$ cat src/rtl/fir_pkg.sv
// Shared widths and limits for the FIR filter and its decimating output stage.
package fir_pkg;

  localparam int FIR_OUT_W  = 16;
  localparam int SAMPLE_W   = 8;
  localparam int SAMPLE_MAX = 127;
  localparam int SAMPLE_MIN = -128;

endpackage : fir_pkg

$ cat src/rtl/fir_decim_fifo_sync_fifo.sv
// Show-ahead synchronous FIFO: storage, wrapping pointers, occupancy and full/empty.
module sync_fifo #(
  parameter int WIDTH = 8,
  parameter int DEPTH = 8
) (
  input  logic                     clk,
  input  logic                     rst,
  input  logic                     push_i,
  input  logic [WIDTH-1:0]         wr_data_i,
  input  logic                     pop_i,
  output logic [WIDTH-1:0]         rd_data_o,
  output logic [$clog2(DEPTH):0]   level_o,
  output logic                     full_o,
  output logic                     empty_o
);

  localparam int AW = $clog2(DEPTH);
  localparam int LW = AW + 1;

  logic [WIDTH-1:0] mem_q [DEPTH];
  logic [AW-1:0]    wr_ptr_q, wr_ptr_d;
  logic [AW-1:0]    rd_ptr_q, rd_ptr_d;
  logic [LW-1:0]    level_q, level_d;
  logic             do_push, do_pop;

  assign full_o  = (level_q == LW'(DEPTH));
  assign empty_o = (level_q == '0);

  // A push into a full FIFO is only legal when the head leaves in the same cycle.
  assign do_pop  = pop_i && !empty_o;
  assign do_push = push_i && (!full_o || do_pop);

  always_comb begin
    wr_ptr_d = wr_ptr_q;
    rd_ptr_d = rd_ptr_q;
    level_d  = level_q;
    if (do_push) wr_ptr_d = wr_ptr_q + 1'b1;
    if (do_pop)  rd_ptr_d = rd_ptr_q + 1'b1;
    level_d = level_q + LW'(do_push) - LW'(do_pop);
  end

  always_ff @(posedge clk or posedge rst) begin
    if (rst) begin
      wr_ptr_q <= '0;
      rd_ptr_q <= '0;
      level_q  <= '0;
    end else begin
      wr_ptr_q <= wr_ptr_d;
      rd_ptr_q <= rd_ptr_d;
      level_q  <= level_d;
    end
  end

  always_ff @(posedge clk) begin
    if (do_push) mem_q[wr_ptr_q] <= wr_data_i;
  end

  assign rd_data_o = mem_q[rd_ptr_q];
  assign level_o   = level_q;

endmodule : sync_fifo

$ cat src/rtl/fir_decim_fifo.sv
// FIR output stage: decimate, round/scale, saturate to 8 bits and buffer for a valid/ready consumer.
module fir_decim_fifo
  import fir_pkg::*;
#(
  parameter int DECIM = 4,
  parameter int SHIFT = 4,
  parameter int DEPTH = 8
) (
  input  logic                        clk,
  input  logic                        rst,
  input  logic                        in_en,
  input  logic signed [FIR_OUT_W-1:0] y_in,
  output logic                        m_valid,
  input  logic                        m_ready,
  output logic signed [SAMPLE_W-1:0]  m_data,
  output logic [$clog2(DEPTH):0]      level,
  output logic                        sat,
  output logic                        ovf,
  input  logic                        clr_flags
);

  localparam int PH_W = (DECIM > 1) ? $clog2(DECIM) : 1;
  localparam int EXT_W = FIR_OUT_W + 1;
  // Half an output LSB; collapses to zero when no scaling is applied.
  localparam int RND = (1 << SHIFT) >> 1;

  logic [PH_W-1:0]          ph_q, ph_d;
  logic                     sat_q, sat_d;
  logic                     ovf_q, ovf_d;
  logic                     kept;
  logic signed [EXT_W-1:0]  y_ext, y_rnd, t;
  logic                     clip_hi, clip_lo, clip;
  logic [SAMPLE_W-1:0]      sample;
  logic                     push, pop;
  logic                     fifo_full, fifo_empty;
  logic [SAMPLE_W-1:0]      fifo_rd_data;

  assign kept = in_en && (ph_q == '0);

  always_comb begin
    ph_d = ph_q;
    if (in_en) begin
      if (ph_q == PH_W'(DECIM - 1)) ph_d = '0;
      else                          ph_d = ph_q + 1'b1;
    end
  end

  assign y_ext   = {y_in[FIR_OUT_W-1], y_in};
  assign y_rnd   = y_ext + EXT_W'(RND);
  assign t       = y_rnd >>> SHIFT;
  assign clip_hi = (t > $signed(EXT_W'(SAMPLE_MAX)));
  assign clip_lo = (t < $signed(EXT_W'(SAMPLE_MIN)));
  assign clip    = clip_hi || clip_lo;

  always_comb begin
    sample = t[SAMPLE_W-1:0];
    if (clip_hi)      sample = SAMPLE_W'(SAMPLE_MAX);
    else if (clip_lo) sample = SAMPLE_W'(SAMPLE_MIN);
  end

  assign pop  = m_valid && m_ready;
  assign push = kept && (!fifo_full || pop);

  // A flag-setting event in the same cycle as clr_flags keeps the flag set.
  always_comb begin
    sat_d = sat_q && !clr_flags;
    ovf_d = ovf_q && !clr_flags;
    if (kept && clip)              sat_d = 1'b1;
    if (kept && fifo_full && !pop) ovf_d = 1'b1;
  end

  always_ff @(posedge clk or posedge rst) begin
    if (rst) begin
      ph_q  <= '0;
      sat_q <= 1'b0;
      ovf_q <= 1'b0;
    end else begin
      ph_q  <= ph_d;
      sat_q <= sat_d;
      ovf_q <= ovf_d;
    end
  end

  sync_fifo #(
    .WIDTH (SAMPLE_W),
    .DEPTH (DEPTH)
  ) u_fifo (
    .clk       (clk),
    .rst       (rst),
    .push_i    (push),
    .wr_data_i (sample),
    .pop_i     (pop),
    .rd_data_o (fifo_rd_data),
    .level_o   (level),
    .full_o    (fifo_full),
    .empty_o   (fifo_empty)
  );

  assign m_valid = !fifo_empty;
  assign m_data  = fifo_rd_data;
  assign sat     = sat_q;
  assign ovf     = ovf_q;

endmodule : fir_decim_fifo

$ cat config.mk
export PLATFORM = sky130hd
export DESIGN_NAME = fir_decim_fifo
export DESIGN_NICKNAME = d
export VERILOG_FILES = /design/src/rtl/fir_pkg.sv /design/src/rtl/fir_decim_fifo_sync_fifo.sv /design/src/rtl/fir_decim_fifo.sv
export SDC_FILE = /design/constraint.sdc
export NUM_CORES = 1
export LEC_CHECK = 0
export CORE_MARGIN = 4
export CORE_UTILIZATION = 60
export DETAILED_ROUTE_END_ITERATION = 10
export GPL_TIMING_DRIVEN = 1
export MAX_ROUTING_LAYER = met4
export PLACE_DENSITY = 0.82
export REMOVE_ABC_BUFFERS = 1
export SYNTH_ARGS = -nofsm -noshare
export SYNTH_HDL_FRONTEND = slang
export SYNTH_SLANG_ARGS = --single-unit
$ cat constraint.sdc
create_clock -name clk -period 5.7 [get_ports clk]
set_clock_uncertainty 0.1 [all_clocks]
set_input_delay 0.57 -clock clk [delete_from_list [all_inputs] [get_ports clk]]
set_output_delay 0.57 -clock clk [all_outputs]
set_load 0.005 [all_outputs]
==> results of run 1 <==
[logic make-up (layout without fill, tap and decap cells)]
family / Yosys count / after routing / synth area share (%)
compound gates: 22 / 22 / 5.72
xor+xnor: 13 / 13 / 3.12
fa+ha+maj: 12 / 12 / 4.32
buf+inv: 25 / 70 / 2.95
flops: 78 / 78 / 62.2
mux: 26 / 26 / 12.9
simple gates: 67 / 67 / 8.74
[sequential cells by signal (all words and copies together), names as in the netlist]
| name | count |
|---|---|
| u_fifo.level_o | 4 |
| ph_q | 2 |
| u_fifo.mem_q | 64 |
| u_fifo.wr_ptr_q | 3 |
| u_fifo.rd_ptr_q | 3 |
| ovf | 1 |
| sat | 1 |
[path summary, 6_finish.rpt]
check / to / slack (ns)
min in group asynchronous: u_fifo.rd_ptr_q[0] / 0.46
max in group asynchronous: sat / 4.67
hold reg to reg: sat / 0.44
setup reg to reg: u_fifo.mem_q[7][7] / 3.08
hold / removal: sat / 0.44
setup / recovery: m_data[2] / 2.27
[power breakdown]
group	switching [mW]	internal, mW	leakage [nW]
combinational	0.210	0.365	0.663
sequential	0.124	0.705	0.747
clock	0.196	0.293	0.124
[final cells by class]
type,instances,area [sq um]
flip-flops and latches,78,2270
fillers,395,1620
multi-input cells,140,1270
repair buffers,37,358
clock buffers,9,124
clock inverters,7,121
well taps,75,93.8
inverters,17,63.8
[critical path, delay by kind of cell, from the launching register on]
| family | cells | cell delay [ns] |
|---|---|---|
| flops | 1 | 1.07 |
| mux | 2 | 0.90 |
| buf+inv | 1 | 0.45 |
[cells in the mapped netlist (3+ instances only)]
master / instances / area share [%]
nor4_1: 3 / 0.51
nor3_1: 11 / 1.5
mux2_2: 8 / 2.5
nand2b_1: 4 / 0.69
o2bb2ai_1: 3 / 0.72
clkbuf_1: 3 / 0.31
nor2_1: 14 / 1.4
mux4_2: 16 / 9.9
dfrtp_1: 14 / 9.6
buf_4: 3 / 0.62
xor2_1: 4 / 0.96
edfxtp_1: 64 / 53
xnor2_1: 9 / 2.2
nand3_1: 8 / 1.1
nand2_1: 21 / 2.2
inv_1: 15 / 1.5
ha_1: 11 / 3.8
[cell usage in the layout, fill, tap and decap left out, drive strengths merged, types with 4 or more instances in the layout]
master,n
inv,18
nand3,9
xnor2,9
nor3,11
mux2,9
dfrtp,14
buf,5
xor2,4
nand2,21
nor2,14
mux4,16
clkdlybuf4s50,32
nand2b,4
clkbuf,9
ha,11
edfxtp,64
[metrics by stage]
stage | setup slack, ns | total power [mW]
after global routing | 2.05 | 2.01
after global placement | 2.33 | 1.40
after detailed placement | 2.27 | 1.43
final | 2.27 | 1.89
after floorplan | 3.24 | 1.17
after CTS | 2.16 | 1.92
[routing by layer]
| layer | GRT usage (%) | vias to the layer above | wire length, microns |
|---|---|---|---|
| met5 | - | - | 0 |
| met4 | 7.77 | 0 | 99 |
| met3 | 4.23 | 8 | 320 |
| met2 | 31.1 | 65 | 3220 |
| met1 | 25.6 | 1047 | 2760 |
| li1 | - | 1004 | - |
==> run metrics, run 1 <==
max cap viols 0; Main synth FF type edfxtp_1; leakage 1.53 nW; FF-to-FF Start u_fifo.level_o[2]; share of layout cells above drive strength 1 18.1%; hpwl dp 4.32 mm; CP required 5.03 ns; Placer Congestion 0.918; VDD IR max 0.320 mV; cts hold-fix bufs 0; pin count of the biggest net entering global routing 19; Synth Area per Inst 15.0 sq um; global-route wire length before repair 10.5 mm; Syn. warnings 0; worst-case reg-to-reg path depth 8; DP Area 4060 sq um; Post-Layout Cell Count 363; DRT Wirelength 6.40 mm; clock slew at reported path FFs 0.08 ns; Clock Latency Late Sink 0.33 ns; CTS sink cnt 78; Final setup viols 0; Die Footprint 7400 sq um; DP Cell Count 347; antenna viol nets, final 0; largest stage delay on the critical path 1.07 ns; Worst Hold Path Cells 2; fin. max-slew vios 0; initial DRC count 143; hold_sp sat; CP Cell Sequence mux4_2, mux2_2, clkdlybuf4s50_1; Fmax 0.291 GHz; die width 86.0 microns; Post-Synthesis Cells 243; Vias 2124; Synth-to-Final Area Change 17.9%; GRT Util Overall 19.9%; antenna fix cells 0; period utilization 60.2%; vias in the first global route 2120; Fin Hold WS 0.442 ns; Worst EP arrival 2.76 ns; initial antenna violation count 0; drc violations 0; Post-CTS Resized 0; IO Count 36; max_slew headroom 27.1%; final net count 316; # port buffers 32; CTS tree yes; wire per inst 17.6 microns; post-route cell area 4300 sq um; unrepaired setup endpoints after global routing false; vias per inst 5.85; Setup crit start kind flop; sequential element share of the synthesized area 62.2%; minimum clock period 3.43 ns; Clock Path Buffers 2; Worst Tran Pin Value 1.09 ns; Core Box Area 5920 sq um; Synth Register Bits 78; die extent in y 86.0 microns; EDFF count, synth 64; drt first pass iters 4; root buf cell clkbuf_8; Hold Vio Cnt, Final 0; Post-CTS Setup Repair Bufs 0; setup TNS 0 ns; WS Path Type reg -> out; CP endpoint kind output pin; H-tree Lvls 3; Crit Path Max Fanout 18; Post-Synthesis Cell Area 3650 sq um; outcome finished clean; library cells used by synthesis 43; Power Density 440 nW/um^2; utilization after layout 72.7%; CP max stage cell dfrtp_1; TritonCTS Buffers 9; Hold Crit Class reg -> reg; ys async rst share 17.9%; crit path from u_fifo.rd_ptr_q[0]; Initial Util 61.7%; gr ovfl total 0; FP Rows 28
No activity file was read; power rests on OpenSTA's default activity.
==> run 2, diff against run 1 <==
Settings changed: CORE_UTILIZATION 60 to 57, PLACE_DENSITY 0.82 to 0.79.
Clock period 5.7 ns to 3.2 ns, I/O delays scaled along.
==> run metrics, run 2 (same netlist as run 1, synthesis figures left out) <==
drc violations 0 (unchanged); global-route wire length before repair 10.5 mm (-0.40%); antenna fix cells 0 (unchanged); fin. max-slew vios 0 (unchanged); Clock Path Buffers 2 (unchanged); max cap viols 0 (unchanged); Post-CTS Setup Repair Bufs 0 (unchanged); WS Path Type reg -> out; Placer Congestion 0.929 (+1.2%); Worst EP arrival 2.35 ns (-0.41 ns); Hold Crit Class in -> async; pin count of the biggest net entering global routing 19 (unchanged); share of layout cells above drive strength 1 19.3% (+1.2 points); Die Footprint 7750 sq um (+4.8%); initial DRC count 133 (-7.0%); die width 88.0 microns (+2.4%); FP Rows 28 (unchanged); hpwl dp 4.44 mm (+2.8%); power share of the clock group 19.0% (-6.8 points); Post-CTS Resized 0 (unchanged); minimum clock period 2.77 ns; # port buffers 32 (unchanged); vias in the first global route 2060 (-2.8%); commonest non-fill, non-tap cells in the layout edfxtp_1 (64), clkdlybuf4s50_1 (32), nand2_1 (21); commonest non-fill, non-tap cell in the layout edfxtp_1; Gate power share 35.5% (+5.1 points); IO Count 36 (unchanged); period utilization 86.7%; root buf cell clkbuf_8; Sw Ratio 29.2% (+1.2 points); register with the most flip-flops u_fifo.mem_q; Crit Path Max Fanout 18 (unchanged); CP endpoint kind output pin; Power Density 725 nW/um^2 (+65%); Synth-to-Final Area Change 17.3%; Internal Power 2.20 mW (+61%); wire per inst 17.2 microns (-2.2%); Clock Latency Late Sink 0.34 ns (about the same); Final setup viols 0 (unchanged); Vias 2116 (-0.38%); sequential share of power 45.5% (+1.7 points); Worst Tran Pin Value 0.794 ns (-0.299 ns); Fmax 0.361 GHz; gr ovfl total 0 (unchanged); crit path from u_fifo.rd_ptr_q[1]; Core Box Area 6060 sq um (+2.4%); CP Cell Sequence mux4_2, mux2_2, clkdlybuf4s50_1; Initial Util 60.2% (-1.4 points); DRT Wirelength 6.40 mm (about the same); H-tree Lvls 3 (unchanged); drt first pass iters 4 (unchanged); utilization after layout 70.7% (-2.0 points); CP required 2.78 ns (-2.25 ns); Setup crit start kind flop; GRT Util Overall 19.2% (-0.67 points); antenna viol nets, final 0 (unchanged); TritonCTS Buffers 9 (unchanged); CTS sink cnt 78 (unchanged); setup TNS 0 ns (unchanged); initial antenna violation count 0 (unchanged); CTS tree yes; clock slew at reported path FFs 0.08 ns (about the same); CP max stage cell dfrtp_1; vias per inst 5.70 (-2.5%); unrepaired setup endpoints after global routing false; Hold Vio Cnt, Final 0 (unchanged); leakage 1.53 nW (about the same); max_slew headroom 47.1% (+20 points); largest stage delay on the critical path 0.86 ns (-0.21 ns); final net count 325 (+2.8%); die extent in y 88.0 microns (+2.4%); FF-to-FF Start u_fifo.level_o[2]; VDD IR max 0.607 mV (+90%); Sw Pwr 0.907 mW (+71%); cts hold-fix bufs 0 (unchanged); outcome finished clean; max reg flops 64 (unchanged)
## run 2: cell count changes in the layout (fill, tap and decap cells not counted)
| cell | change |
|---|---|
| bufinv_16 | -3 |
| clkinv_1 | +1 |
| inv_6 | -1 |
| clkinvlp_4 | +1 |
| buf_4 | +9 |
| clkinv_4 | -1 |
| clkbuf_1 | +2 |
## run 2: worst max-delay path, delay by kind of cell, from the launching register on
family	cells	cell delay (ns)
flops	1	0.86
mux	2	0.70
buf+inv	1	0.45
## run 2: per-layer routing
layer | share of wire (%) | global-route usage (%) | vias to the layer above
met3 | 4.3 | 2.82 | 5
met2 | 49 | 30.4 | 50
li1 | - | - | 1017
met5 | 0 | - | -
met1 | 45 | 24.9 | 1044
met4 | 1.0 | 8.38 | 0
## run 2: cell type report
cell class,count,area [sq um]
Fill cell,390,1780
Sequential cell,78,2270
Tap cell,75,93.8
Multi-Input combinational cell,140,1270
Clock inverter,4,25.0
Inverter,17,63.8
Clock buffer,11,131
Timing Repair Buffer,46,425
## run 2: power by group through the flow
| stage | Sequential [mW] | Combinational (mW) | Clock (mW) |
|---|---|---|---|
| detailed placement | 1.44 | 1.12 | 0 |
| CTS | 1.42 | 1.12 | 0.605 |
| global route | 1.44 | 1.23 | 0.662 |
| finish | 1.41 | 1.10 | 0.591 |
| global placement | 1.43 | 1.09 | 0 |
| floorplan | 1.44 | 0.645 | 0 |
## run 2: path summary, 6_finish.rpt
| path | endpoint | slack, ns | cells after the start |
|---|---|---|---|
| worst max-delay path | m_data[7] | 0.43 | 3 |
| min in group clk | ovf | 0.45 | 2 |
| worst min-delay path | u_fifo.rd_ptr_q[1] | 0.22 | 2 |
| max in group asynchronous | sat | 2.41 | 2 |
| worst min register to register | ovf | 0.45 | 2 |
| worst max register to register | u_fifo.level_o[2] | 0.90 | 10 |
## run 2: metrics by stage
stage	power [mW]	area, sq um	worst slack [ns]	instances	hold slack [ns]
2_1_floorplan	2.09	3610	0.845	235	0.109
3_3_place_gp	2.53	4130	0.358	356	0.436
3_5_place_dp	2.56	4130	0.234	356	0.435
4_1_cts	3.15	4280	0.391	371	0.235
5_1_grt	3.33	4280	0.305	371	0.264
6_report	3.10	4280	0.427	371	0.222
